### src/rtl/bg_text_fetch.sv
// Per-scanline fetch engine for one text-mode background layer: map entry fetch,
// character halfword fetch, one palette index per pixel. Optional mosaic: BG_MOSAIC_EN.
module bg_text_fetch #(
    parameter int SCREEN_WIDTH = 240
) (
    input  logic        clock,
    input  logic        reset,
    input  logic        start,
    input  logic [7:0]  line,
    input  logic [8:0]  hofs,
    input  logic [8:0]  vofs,
    input  logic [1:0]  char_base,
    input  logic [4:0]  screen_base,
    input  logic        color_256,
    input  logic [1:0]  screen_size,
`ifdef BG_MOSAIC_EN
    input  logic        mosaic_en,
    input  logic [3:0]  mosaic_h,
    input  logic [3:0]  mosaic_v,
`endif
    output logic [15:0] bg_screen_addr,
    input  logic [15:0] bg_screen_data,
    output logic [16:0] bg_addr,
    input  logic [15:0] bg_data,
    output logic        pix_valid,
    input  logic        pix_ready,
    output logic [7:0]  pix_index,
    output logic [7:0]  pix_x,
    output logic        pix_transparent,
    output logic        busy,
    output logic        done
);

    typedef enum logic [2:0] {
        IDLE,
        MAP_REQ,
        MAP_WAIT,
        CHR_REQ,
        CHR_WAIT,
        EMIT
    } state_t;

    localparam logic [8:0] LAST_X = 9'(SCREEN_WIDTH);

    state_t      state;
    logic [8:0]  sx;
    logic [8:0]  vx;
    logic [8:0]  y;
    logic [1:0]  cb_q;
    logic [4:0]  sb_q;
    logic        c256_q;
    logic [1:0]  size_q;
    logic [9:0]  tile_q;
    logic        hflip_q;
    logic        vflip_q;
    logic [3:0]  pal_q;
    logic [15:0] chr_q;

    logic [5:0]  tx;
    logic [5:0]  ty;
    logic [15:0] blk_ofs;
    logic [2:0]  row;
    logic [2:0]  col;
    logic [2:0]  col_next;
    logic [8:0]  vx_inc;
    logic [8:0]  sx_inc;
    logic        hw_change;
    logic [15:0] chr_addr;
    logic [7:0]  line_eff;
    logic        mos_repeat;
    logic        mos_refetch;

    // Returns {transparent, index} for column c of a character halfword.
    function automatic logic [8:0] pixel_of(input logic [15:0] hw, input logic [2:0] c,
                                            input logic wide, input logic [3:0] pal);
        logic [3:0] n;
        logic [7:0] b;
        logic [8:0] res;
        n = hw[{c[1:0], 2'b00} +: 4];
        b = c[0] ? hw[15:8] : hw[7:0];
        if (wide)
            res = {(b == 8'd0), b};
        else
            res = {(n == 4'd0), (n == 4'd0) ? 8'd0 : {pal, n}};
        return res;
    endfunction

`ifdef BG_MOSAIC_EN
    logic       mos_on_q;
    logic [3:0] mos_h_q;
    logic [3:0] mos_cnt;

    assign line_eff    = mosaic_en ? line - (line % ({4'd0, mosaic_v} + 8'd1)) : line;
    assign mos_repeat  = mos_on_q && (mos_cnt != mos_h_q);
    // After a mosaic block the source column has jumped, so the tile must be refetched.
    assign mos_refetch = mos_on_q && (mos_h_q != 4'd0);
`else
    assign line_eff    = line;
    assign mos_repeat  = 1'b0;
    assign mos_refetch = 1'b0;
`endif

    assign tx = vx[8:3];
    assign ty = y[8:3];

    always_comb begin
        blk_ofs = 16'd0;
        case (size_q)
            2'd1:    blk_ofs = {4'd0, tx[5], 11'd0};
            2'd2:    blk_ofs = {4'd0, ty[5], 11'd0};
            2'd3:    blk_ofs = {3'd0, ty[5], tx[5], 11'd0};
            default: blk_ofs = 16'd0;
        endcase
    end

    assign bg_screen_addr = {sb_q, 11'd0} + blk_ofs + {5'd0, ty[4:0], tx[4:0], 1'b0};

    assign row      = vflip_q ? ~y[2:0] : y[2:0];
    assign col      = hflip_q ? ~vx[2:0] : vx[2:0];
    assign vx_inc   = vx + 9'd1;
    assign sx_inc   = sx + 9'd1;
    assign col_next = hflip_q ? ~vx_inc[2:0] : vx_inc[2:0];
    assign hw_change = c256_q ? (col_next[2:1] != col[2:1]) : (col_next[2] != col[2]);

    always_comb begin
        if (c256_q)
            chr_addr = {cb_q, 14'd0} + {tile_q, 6'd0} + {10'd0, row, 3'd0}
                     + {13'd0, col[2:1], 1'b0};
        else
            chr_addr = {cb_q, 14'd0} + {1'b0, tile_q, 5'd0} + {11'd0, row, 2'd0}
                     + {14'd0, col[2], 1'b0};
    end

    assign bg_addr = {1'b0, chr_addr};

    always_ff @(posedge clock or posedge reset) begin
        if (reset) begin
            state           <= IDLE;
            sx              <= 9'd0;
            vx              <= 9'd0;
            y               <= 9'd0;
            cb_q            <= 2'd0;
            sb_q            <= 5'd0;
            c256_q          <= 1'b0;
            size_q          <= 2'd0;
            tile_q          <= 10'd0;
            hflip_q         <= 1'b0;
            vflip_q         <= 1'b0;
            pal_q           <= 4'd0;
            chr_q           <= 16'd0;
            pix_valid       <= 1'b0;
            pix_index       <= 8'd0;
            pix_x           <= 8'd0;
            pix_transparent <= 1'b0;
            busy            <= 1'b0;
            done            <= 1'b0;
`ifdef BG_MOSAIC_EN
            mos_on_q        <= 1'b0;
            mos_h_q         <= 4'd0;
            mos_cnt         <= 4'd0;
`endif
        end else begin
            done <= 1'b0;
            case (state)
                IDLE: begin
                    if (start) begin
                        cb_q   <= char_base;
                        sb_q   <= screen_base;
                        c256_q <= color_256;
                        size_q <= screen_size;
                        sx     <= 9'd0;
                        vx     <= hofs;
                        y      <= vofs + {1'b0, line_eff};
                        busy   <= 1'b1;
`ifdef BG_MOSAIC_EN
                        mos_on_q <= mosaic_en;
                        mos_h_q  <= mosaic_h;
                        mos_cnt  <= 4'd0;
`endif
                        state  <= MAP_REQ;
                    end
                end
                MAP_REQ: state <= MAP_WAIT;
                MAP_WAIT: begin
                    tile_q  <= bg_screen_data[9:0];
                    hflip_q <= bg_screen_data[10];
                    vflip_q <= bg_screen_data[11];
                    pal_q   <= bg_screen_data[15:12];
                    state   <= CHR_REQ;
                end
                CHR_REQ: state <= CHR_WAIT;
                CHR_WAIT: begin
                    chr_q <= bg_data;
                    {pix_transparent, pix_index} <= pixel_of(bg_data, col, c256_q, pal_q);
                    pix_x     <= sx[7:0];
                    pix_valid <= 1'b1;
                    state     <= EMIT;
                end
                EMIT: begin
                    if (pix_ready) begin
                        sx <= sx_inc;
                        vx <= vx_inc;
                        if (sx_inc == LAST_X) begin
                            pix_valid <= 1'b0;
                            busy      <= 1'b0;
                            done      <= 1'b1;
                            state     <= IDLE;
                        end else if (mos_repeat) begin
                            pix_x <= sx_inc[7:0];
`ifdef BG_MOSAIC_EN
                            mos_cnt <= mos_cnt + 4'd1;
`endif
                        end else begin
`ifdef BG_MOSAIC_EN
                            mos_cnt <= 4'd0;
`endif
                            if (mos_refetch || vx_inc[2:0] == 3'd0) begin
                                pix_valid <= 1'b0;
                                state     <= MAP_REQ;
                            end else if (hw_change) begin
                                pix_valid <= 1'b0;
                                state     <= CHR_REQ;
                            end else begin
                                {pix_transparent, pix_index} <= pixel_of(chr_q, col_next, c256_q, pal_q);
                                pix_x <= sx_inc[7:0];
                            end
                        end
                    end
                end
                default: state <= IDLE;
            endcase
        end
    end

endmodule

### config.mk
export PLATFORM = sky130hd
export DESIGN_NAME = bg_text_fetch
export DESIGN_NICKNAME = d
export VERILOG_FILES = /design/src/rtl/bg_text_fetch.sv
export SDC_FILE = /design/constraint.sdc
export NUM_CORES = 1
export LEC_CHECK = 0
export ABC_AREA = 1
export BUFFER_PORTS_ARGS = -buffer_cell sky130_fd_sc_hd__buf_2
export CAP_MARGIN = 20
export CORE_MARGIN = 2
export CORE_UTILIZATION = 50
export CTS_BUF_LIST = sky130_fd_sc_hd__clkbuf_4
export CTS_CLUSTER_SIZE = 40
export DETAILED_ROUTE_END_ITERATION = 6
export PLACE_DENSITY_LB_ADDON = 0.3
export SKIP_CTS_REPAIR_TIMING = 1
export SLEW_MARGIN = 20
export SYNTH_ARGS = -nofsm -noshare
export SYNTH_HDL_FRONTEND = slang
export SYNTH_SLANG_ARGS = --single-unit
### constraint.sdc
create_clock -name clock -period 4.29 [get_ports clock]
set_clock_uncertainty 0.1 [all_clocks]
set_input_delay 0.858 -clock clock [delete_from_list [all_inputs] [get_ports clock]]
set_output_delay 0.858 -clock clock [all_outputs]
set_load 0.005 [all_outputs]
==> metrics, run 1 <==
status finished clean; Syn Inst Count ~760; Max Cap Viol 0; DR WL/cell between 10 and 15 um; Post-Route WL approximately 13000 um; core area 11300 um^2; ant diodes 0; starting density of the core roughly half; CP required between 3 and 4 ns; worst-path fanout max 3; global route overflow 0; total CTS buffers 9; DRT iter0 DRCs 266; CP max-delay cell dfrtp_1; first-pass GRT wire length 22400 um; reg-to-reg startpoint c256_q; clock tree buffer depth 2; Synth area leaders dfrtp_1, nand2_1, o21ai_0, inv_1, mux2_2; H-tree depth 3; RSZ-0062 raised after global routing no; type of the most critical hold path in2async; clk_lat worst skew between 0.4 and 0.5 ns; slew margin rel. 39.9%; Synth async-reset ratio between 90% and 100%; synth-to-layout area growth 12.3%; P_leak 3.47 nW; r2r endpoint pix_index[4]; hold slack ~0.39 ns; largest net degree at the start of global routing 44; max-slew violation count 0; syn_area_per_cell 7.60 um^2; pre-CTS WS between 1.5 and 2 ns; CP max stage delay around 0.4 ns; port bufs roughly 120; crit path cell chain a21oi_1 > a21oi_1 > ha_1 > inv_1 > fa_1 > nor2_1 > xor2_1 > buf_2; root buffer cell clkbuf_4; Final Worst Setup Slack ~1.2 ns; Cell Rows 39; CTS Sinks 92; Post-synth EDFFs 0; Min Clock Period, post-route 3.12 ns; post-synth top area cell dfrtp_1; WP depth 8; Die Ht about 110 um; synth warn 0; CP arrival between 2 and 2.5 ns; commonest cells after routing, fill and taps aside nand2_1, buf_2, dfrtp_1; Top FF cell, synth dfrtp_1; FF-to-FF path depth 10; GRT Total Usage 22.0%; die area 12400 um^2; CP Buf/Inv Count 2; DR DRC count 0; Tot Pwr about 4.5 mW; cell mode on critical path a21oi_1; Via density 5.08; worst vdd ir 378 uV; vias in the first global route 4734; final hold vios 0; I/O pin total 125; WS Path Type reg2out; count of state elements after synthesis 92; Fill cells between 1000 and 1500; Achievable Freq between 300 and 400 MHz; commonest non-fill, non-tap cell in the layout nand2_1; Via Count approximately 5000; top cell type's share of synthesized area about two fifths; synth unique cells 39; Top delay family on crit path adder cells; layout cells sized above 1 between 20% and 30%; detailed-placement wirelength estimate around 9700 um; R2R setup slack between 1.5 and 2 ns; Setup Viol. Count Final 0; actual slew at the worst max-slew pin ~0.9 ns; Total Neg Setup Slack 0 ns; Layout Nets ~950; DR pass1 iterations 5; Power Dens Cells between 600 and 700 nW/um^2; die span in x 111 um; Syn Std Cell Area between 5000 and 6000 um^2; CTS tree built; initial antenna violation count 0; Seq/Total Area, Yosys around two fifths; Worst setup SP type register; placer congestion estimate around 0.90; DRT antenna net count 0; Layout Utilization 57.1%; Crit. End Element output port; clock slew at reported path FFs 0.15 ns; final worst path period share 72.8%
## cells by family after synthesis
family          share of synthesized area (%)
xor+xnor                                 3.50
fa+ha+maj                                4.39
buf+inv                                  8.74
flops                                    40.0
simple gates                             27.7
mux                                      3.72
other cells                            0.0652
compound gates                           11.9
## report_power, final
group          internal, mW  total, mW  switching [mW]
Sequential             1.24       1.51           0.279
Clock                 0.179      0.476           0.297
Combinational         0.974       2.48            1.51
Total                  2.39       4.47            2.08
## worst max path at each step
stage	start	endpoint
3_5_place_dp	line[0]	y[6]
3_3_place_gp	line[0]	y[6]
2_1_floorplan	reset	busy
4_1_cts	size_q[1]	bg_screen_addr[15]
5_1_grt	size_q[0]	bg_screen_addr[15]
6_report	size_q[1]	bg_screen_addr[15]
## sequential cells by signal, summed over array words and instances (netlist names)
name and cells:
pal_q 4, done 1, vflip_q 1, chr_q 16
sb_q 5, hflip_q 1, state 3, pix_valid 1
pix_x 8, tile_q 10, c256_q 1, pix_transparent 1
busy 1, sx 9, vx 9, cb_q 2
size_q 2, y 9, pix_index 8
## through the flow
step	instances	instance area, um^2
6_report	1003	6460
5_1_grt	1003	6460
4_1_cts	1003	6460
3_5_place_dp	987	6330
3_3_place_gp	987	6330
2_1_floorplan	759	5760
## synth_stat cells (6+ instances only)
cell type / n
a21oi_1: 23
buf_4: 15
clkbuf_1: 14
dfrtp_1: 92
ha_1: 17
inv_1: 65
mux2_2: 19
nand2_1: 238
nand2_2: 18
nand3_1: 36
nand4_1: 6
nor2_1: 42
o21ai_0: 90
o22ai_1: 8
xnor2_1: 7
xor2_1: 16
## cell type report
class	count	area (um^2)	share of cell area [%]
multi-input combinational	558	2960	45.8
tap	143	179	2.77
timing repair buffer	125	636	9.83
clock buffer	10	75.1	1.16
clock inverter	6	55.1	0.852
inverter	69	260	4.03
sequential	92	2300	35.6
## layer usage
metal | track usage, % | wire (um) | share of wire (%) | vias to the layer above
li1 | - | - | - | 2614
met1 | 30.1 | 6010 | 46 | 2307
met2 | 35.4 | 5930 | 45 | 155
met3 | 5.30 | 903 | 6.9 | 16
met4 | 5.43 | 195 | 1.5 | 0
met5 | 0 | 0 | 0 | -
Note: power is estimated with default switching activity, not from simulation.
==> run 2, diff against run 1 <==
- clock period: 4.29 -> 2.97 ns (I/O delays scaled with it)
==> run 2 against run 1 <==
Compared with the run above:
- sequential power grew 45%
- critical path depth stayed put
- core utilization is 0.69 points higher
- final area rose by 1.2%
- sequential share of layout area fell by 0.42 points
- sequential cell count stayed put
- hold slack worse by 0.18 ns
- global-route usage up 0.55 points
- via count up 0.65%
- worst setup slack worse by 0.98 ns
- combinational power grew 48%
- highest routed layer unchanged
==> metrics, run 2 (synthesis results as in run 1) <==
DRT antenna net count 0 (unchanged); Cell Rows 39 (unchanged); met3 wire len 838 um (was 903 um); Layout Utilization 57.8% (was 57.1%); M1 WL 6190 um (was 6010 um); I/O pin total 125 (unchanged); commonest non-fill, non-tap cell in the layout nand2_1 (unchanged); Post-Route WL 13100 um (was 13000 um); FF-to-FF path depth 10 (unchanged); Via Count 5125 (was 5092); die area 12400 um^2 (unchanged); Critical Path Start size_q[1] (unchanged); slew margin rel. 39.8% (was 39.9%); final worst path period share 93.7%; layout cells sized above 1 24.0% (was 22.9%); synth-to-layout area growth 13.7% (was 12.3%); CP required 2.28 ns (was 3.33 ns); vias in the first global route 4962 (was 4734); port bufs 121 (unchanged); core area 11300 um^2 (unchanged); Final Worst Setup Slack 0.186 ns (was 1.17 ns); actual slew at the worst max-slew pin 0.901 ns (was 0.900 ns); top flop regs chr_q (16), tile_q (10) (unchanged); hold slack 0.203 ns (was 0.388 ns); clock network fraction of design power 10.6% (about the same); pre-CTS WS 0.451 ns (was 1.55 ns); RSZ-0062 raised after global routing no (unchanged); DRT iter0 DRCs 251 (was 266); H-tree depth 3 (unchanged); commonest cells after routing, fill and taps aside nand2_1, buf_2, dfrtp_1 (unchanged); Max Cap Viol 0 (unchanged); Crit. End Element output port (unchanged); Total Neg Setup Slack 0 ns (unchanged); final hold vios 0 (unchanged); max reg flops 16 (unchanged); clk_lat worst skew 0.46 ns (was 0.47 ns); worst-path fanout max 3 (unchanged); CTS tree built (unchanged); status finished clean (unchanged); WS Path Type reg2out (unchanged); Setup Viol. Count Final 0 (unchanged); Largest Register chr_q (unchanged); critical path endpoint bg_screen_addr[15] (unchanged); CP arrival 2.09 ns (was 2.16 ns); GRT Total Usage 22.5% (was 22.0%); top layer in use met4 (unchanged); fraction of power consumed by combinational cells 55.9% (was 55.5%); DR WL/cell 12.9 um (was 13.0 um); Worst setup SP type register (unchanged); total CTS buffers 9 (unchanged); root buffer cell clkbuf_4 (unchanged); R2R setup slack 0.65 ns (was 1.66 ns); first-pass GRT wire length 23100 um (was 22400 um); global route overflow 0 (unchanged); worst vdd ir 573 uV (was 378 uV); Tot Pwr 6.54 mW (was 4.47 mW); initial antenna violation count 0 (unchanged); DR DRC count 0 (unchanged); r2r endpoint pix_index[6] (was pix_index[4]); starting density of the core 50.8% (unchanged); Achievable Freq about 360 MHz; Sw Ratio 46.6% (about the same); P_leak 3.50 nW (was 3.47 nW); Die Ht 111 um (unchanged); CTS Sinks 92 (unchanged); DR pass1 iterations 5 (unchanged); Min Clock Period, post-route around 2.8 ns; placer congestion estimate 0.860 (was 0.897); max-slew violation count 0 (unchanged); clock tree buffer depth 2 (unchanged); Fill cells 1100 (was 1086); die span in x 111 um (unchanged); DR WL met2 5860 um (was 5930 um); detailed-placement wirelength estimate 9690 um (was 9670 um); ant diodes 0 (unchanged); largest net degree at the start of global routing 49 (was 44); reg-to-reg startpoint vx[1] (was c256_q); Internal 3.49 mW (was 2.39 mW); Power Dens Cells 999 nW/um^2 (was 692 nW/um^2); switching pwr 3.05 mW (was 2.08 mW); sequential fraction of design power 33.5% (was 33.9%); Via density 5.07 (was 5.08); Layout Nets 954 (was 946); type of the most critical hold path in2reg (was in2async); clock slew at reported path FFs 0.15 ns (about the same)
run 2: metrics by stage:
stage,cells,area (um^2)
final,1011,6540
after global routing,1011,6540
after CTS,1007,6500
after detailed placement,991,6370
after global placement,991,6370
after floorplan,759,5770
run 2: worst min-delay path by stage:
stage / startpoint / endpoint / slack [ns] / cells after the start
6_report: screen_base[0] / sb_q[0] / 0.20 / 3
3_3_place_gp: pix_x[3] / pix_x[3] / 0.36 / 2
2_1_floorplan: y[6] / y[6] / 0.35 / 2
3_5_place_dp: pix_valid / pix_valid / 0.36 / 2
5_1_grt: char_base[1] / cb_q[1] / 0.17 / 3
4_1_cts: reset / tile_q[3] / -0.15 / 2
run 2: final cells by class:
type                    count  area (um^2)  area share (%)
flip-flops and latches     92         2300            35.2
repair buffers            133          698            10.7
inverters                  69          263            4.02
clock inverters             7         67.6            1.03
well taps                 143          179            2.73
multi-input cells         558         2970            45.3
clock buffers               9         67.6            1.03
run 2: critical path, cell delays in order, from the launching register on:
cell and delay, ns:
dfrtp_1 0.41, a21oi_1 0.08, a21oi_1 0.15, ha_2 0.20, inv_1 0.05, fa_2 0.35
nor2_2 0.12, xor2_1 0.14, buf_2 0.12
run 2: power by group through the flow:
| stage | logic [mW] | registers, mW | clock network (mW) |
|---|---|---|---|
| final | 3.66 | 2.19 | 0.696 |
| after global placement | 3.57 | 2.20 | 0 |
| after detailed placement | 3.61 | 2.21 | 0 |
| after CTS | 3.63 | 2.18 | 0.722 |
| after global routing | 4.21 | 2.26 | 0.770 |
| after floorplan | 2.76 | 2.12 | 0 |
run 2: layer usage:
layer / track usage, % / up-vias
li1: - / 2640
met3: 4.92 / 12
met5: 0 / -
met1: 30.7 / 2323
met4: 6.50 / 0
met2: 36.5 / 150
==> run 3, diff against run 2 <==
- GPL_TIMING_DRIVEN: unset -> 0
==> run 3 against run 2 <==
Compared with the run above:
- sequential power hardly changed
- hold slack got worse by 0.11 ns
- via count is 4.4% higher
- count of clock-buffer cells in the layout up 1
- non-clock buffer count increased by 31
- maximum frequency fell by 1.6%
- register-to-register slack got worse by 0.05 ns
- critical path type unchanged
- largest power group unchanged
- highest routed layer is now met5
==> metrics, run 3 (synthesis results as in run 1) <==
top flop regs chr_q (16), tile_q (10) (unchanged); actual slew at the worst max-slew pin 0.663 ns (was 0.901 ns); Layout Nets 985 (was 954); Achievable Freq 353 MHz (was 359 MHz); P_leak 3.60 nW (was 3.50 nW); DR pass1 iterations 5 (unchanged); DRT antenna net count 0 (unchanged); die span in x 111 um (unchanged); type of the most critical hold path in2async (was in2reg); I/O pin total 125 (unchanged); clock slew at reported path FFs 0.14 ns (was 0.15 ns); detailed-placement wirelength estimate 11000 um (was 9690 um); final worst path period share 95.3% (was 93.7%); Via density 5.14 (was 5.07); Min Clock Period, post-route 2.83 ns (was 2.78 ns); Total Neg Setup Slack 0 ns (unchanged); total CTS buffers 9 (unchanged); CTS tree built (unchanged); synth-to-layout area growth 16.7% (was 13.7%); CP arrival 2.14 ns (was 2.09 ns); Final Worst Setup Slack 0.140 ns (was 0.186 ns); first-pass GRT wire length 24000 um (was 23100 um); placer congestion estimate 0.949 (was 0.860); global route overflow 0 (unchanged); max-slew violation count 0 (unchanged); WS Path Type reg2out (unchanged); CP required 2.28 ns (about the same); DR WL/cell 13.6 um (was 12.9 um); worst-path fanout max 3 (unchanged); largest net degree at the start of global routing 35 (was 49); GRT Total Usage 23.8% (was 22.5%); Cell Rows 39 (unchanged); worst vdd ir 544 uV (was 573 uV); initial antenna violation count 1 (was 0); H-tree depth 3 (unchanged); Power Dens Cells 1000 nW/um^2 (was 999 nW/um^2); root buffer cell clkbuf_4 (unchanged); port bufs 121 (unchanged); Via Count 5351 (was 5125); Largest Register chr_q (unchanged); final hold vios 0 (unchanged); pre-CTS WS 0.330 ns (was 0.451 ns); ant diodes 0 (unchanged); Fill cells 1116 (was 1100); vias in the first global route 5005 (was 4962); CTS Sinks 92 (unchanged); die area 12400 um^2 (unchanged); commonest cells after routing, fill and taps aside nand2_1, buf_2, dfrtp_1 (unchanged); slew margin rel. 55.7% (was 39.8%); Crit. End Element output port (unchanged); Setup Viol. Count Final 0 (unchanged); Die Ht 111 um (unchanged); Max Cap Viol 0 (unchanged); Post-Route WL 14200 um (was 13100 um); DR DRC count 0 (unchanged); status finished clean (unchanged); clk_lat worst skew 0.47 ns (was 0.46 ns); max reg flops 16 (unchanged); clock tree buffer depth 2 (unchanged); Worst setup SP type register (unchanged); core area 11300 um^2 (unchanged); DRT iter0 DRCs 262 (was 251); starting density of the core 50.8% (unchanged); commonest non-fill, non-tap cell in the layout nand2_1 (unchanged); layout cells sized above 1 24.8% (was 24.0%)
## run 3: changes by cell type in the layout (fill, tap and decap cells not counted), moves of 2 or more
cell,before,now
buf_12,0,3
buf_6,0,2
clkinvlp_4,3,1
buf_2,121,126
buf_1,0,3
clkbuf_2,0,2
buf_4,11,17
clkbuf_1,0,11
## run 3: where the power goes
group	switching [mW]	internal (mW)
clock	0.424	0.173
sequential	0.401	1.78
combinational	2.33	1.61
## run 3: metrics by stage
step / hold slack (ns) / utilization, % / cell area (um^2) / std cells / power, mW
after CTS: 0.101 / 59.2 / 6700 / 1040 / 6.70
after floorplan: 0.350 / - / 5770 / 759 / 4.88
after detailed placement: 0.365 / 58.2 / 6590 / 1025 / 6.09
final: 0.0970 / 59.3 / 6720 / 1041 / 6.72
after global routing: 0.136 / 59.3 / 6720 / 1041 / 7.39
after global placement: 0.362 / 57.9 / 6550 / 1023 / 6.02
## run 3: worst paths after layout
kind	from	endpoint	slack, ns	cells after the start
worst max-delay path	y[8]	bg_screen_addr[15]	0.14	8
worst min-delay path	reset	tile_q[8]	0.1	2
worst max register to register	vx[1]	pix_x[5]	0.60	11
worst min register to register	pix_index[0]	pix_index[0]	0.39	2
max in group asynchronous	reset	pix_x[6]	2.08	3
min in group clock	screen_base[4]	sb_q[4]	0.21	3
## run 3: worst max-delay path, cell delays in order (launching register included)
cell and delay [ns]:
dfrtp_1 0.40, a21oi_1 0.08, a21oi_1 0.14, ha_2 0.20, inv_1 0.05, fa_1 0.41, nor2_2 0.12, xor2_1 0.15
buf_2 0.13
## run 3: routing by layer
metal,global-route usage (%),vias up,routed length [um]
met5,0,-,8
met3,3.66,26,828
met2,38.1,171,6460
met4,9.63,2,374
met1,32.6,2456,6510
li1,-,2696,-
## run 3: area by class of cell
type | count | area (um^2) | area share, %
multi-input cells | 558 | 2960 | 44.1
flip-flops and latches | 92 | 2300 | 34.3
repair buffers | 125 | 661 | 9.84
inverters | 69 | 263 | 3.91
plain buffers | 39 | 243 | 3.61
well taps | 143 | 179 | 2.66
clock buffers | 10 | 75.1 | 1.12
clock inverters | 5 | 30.0 | 0.447
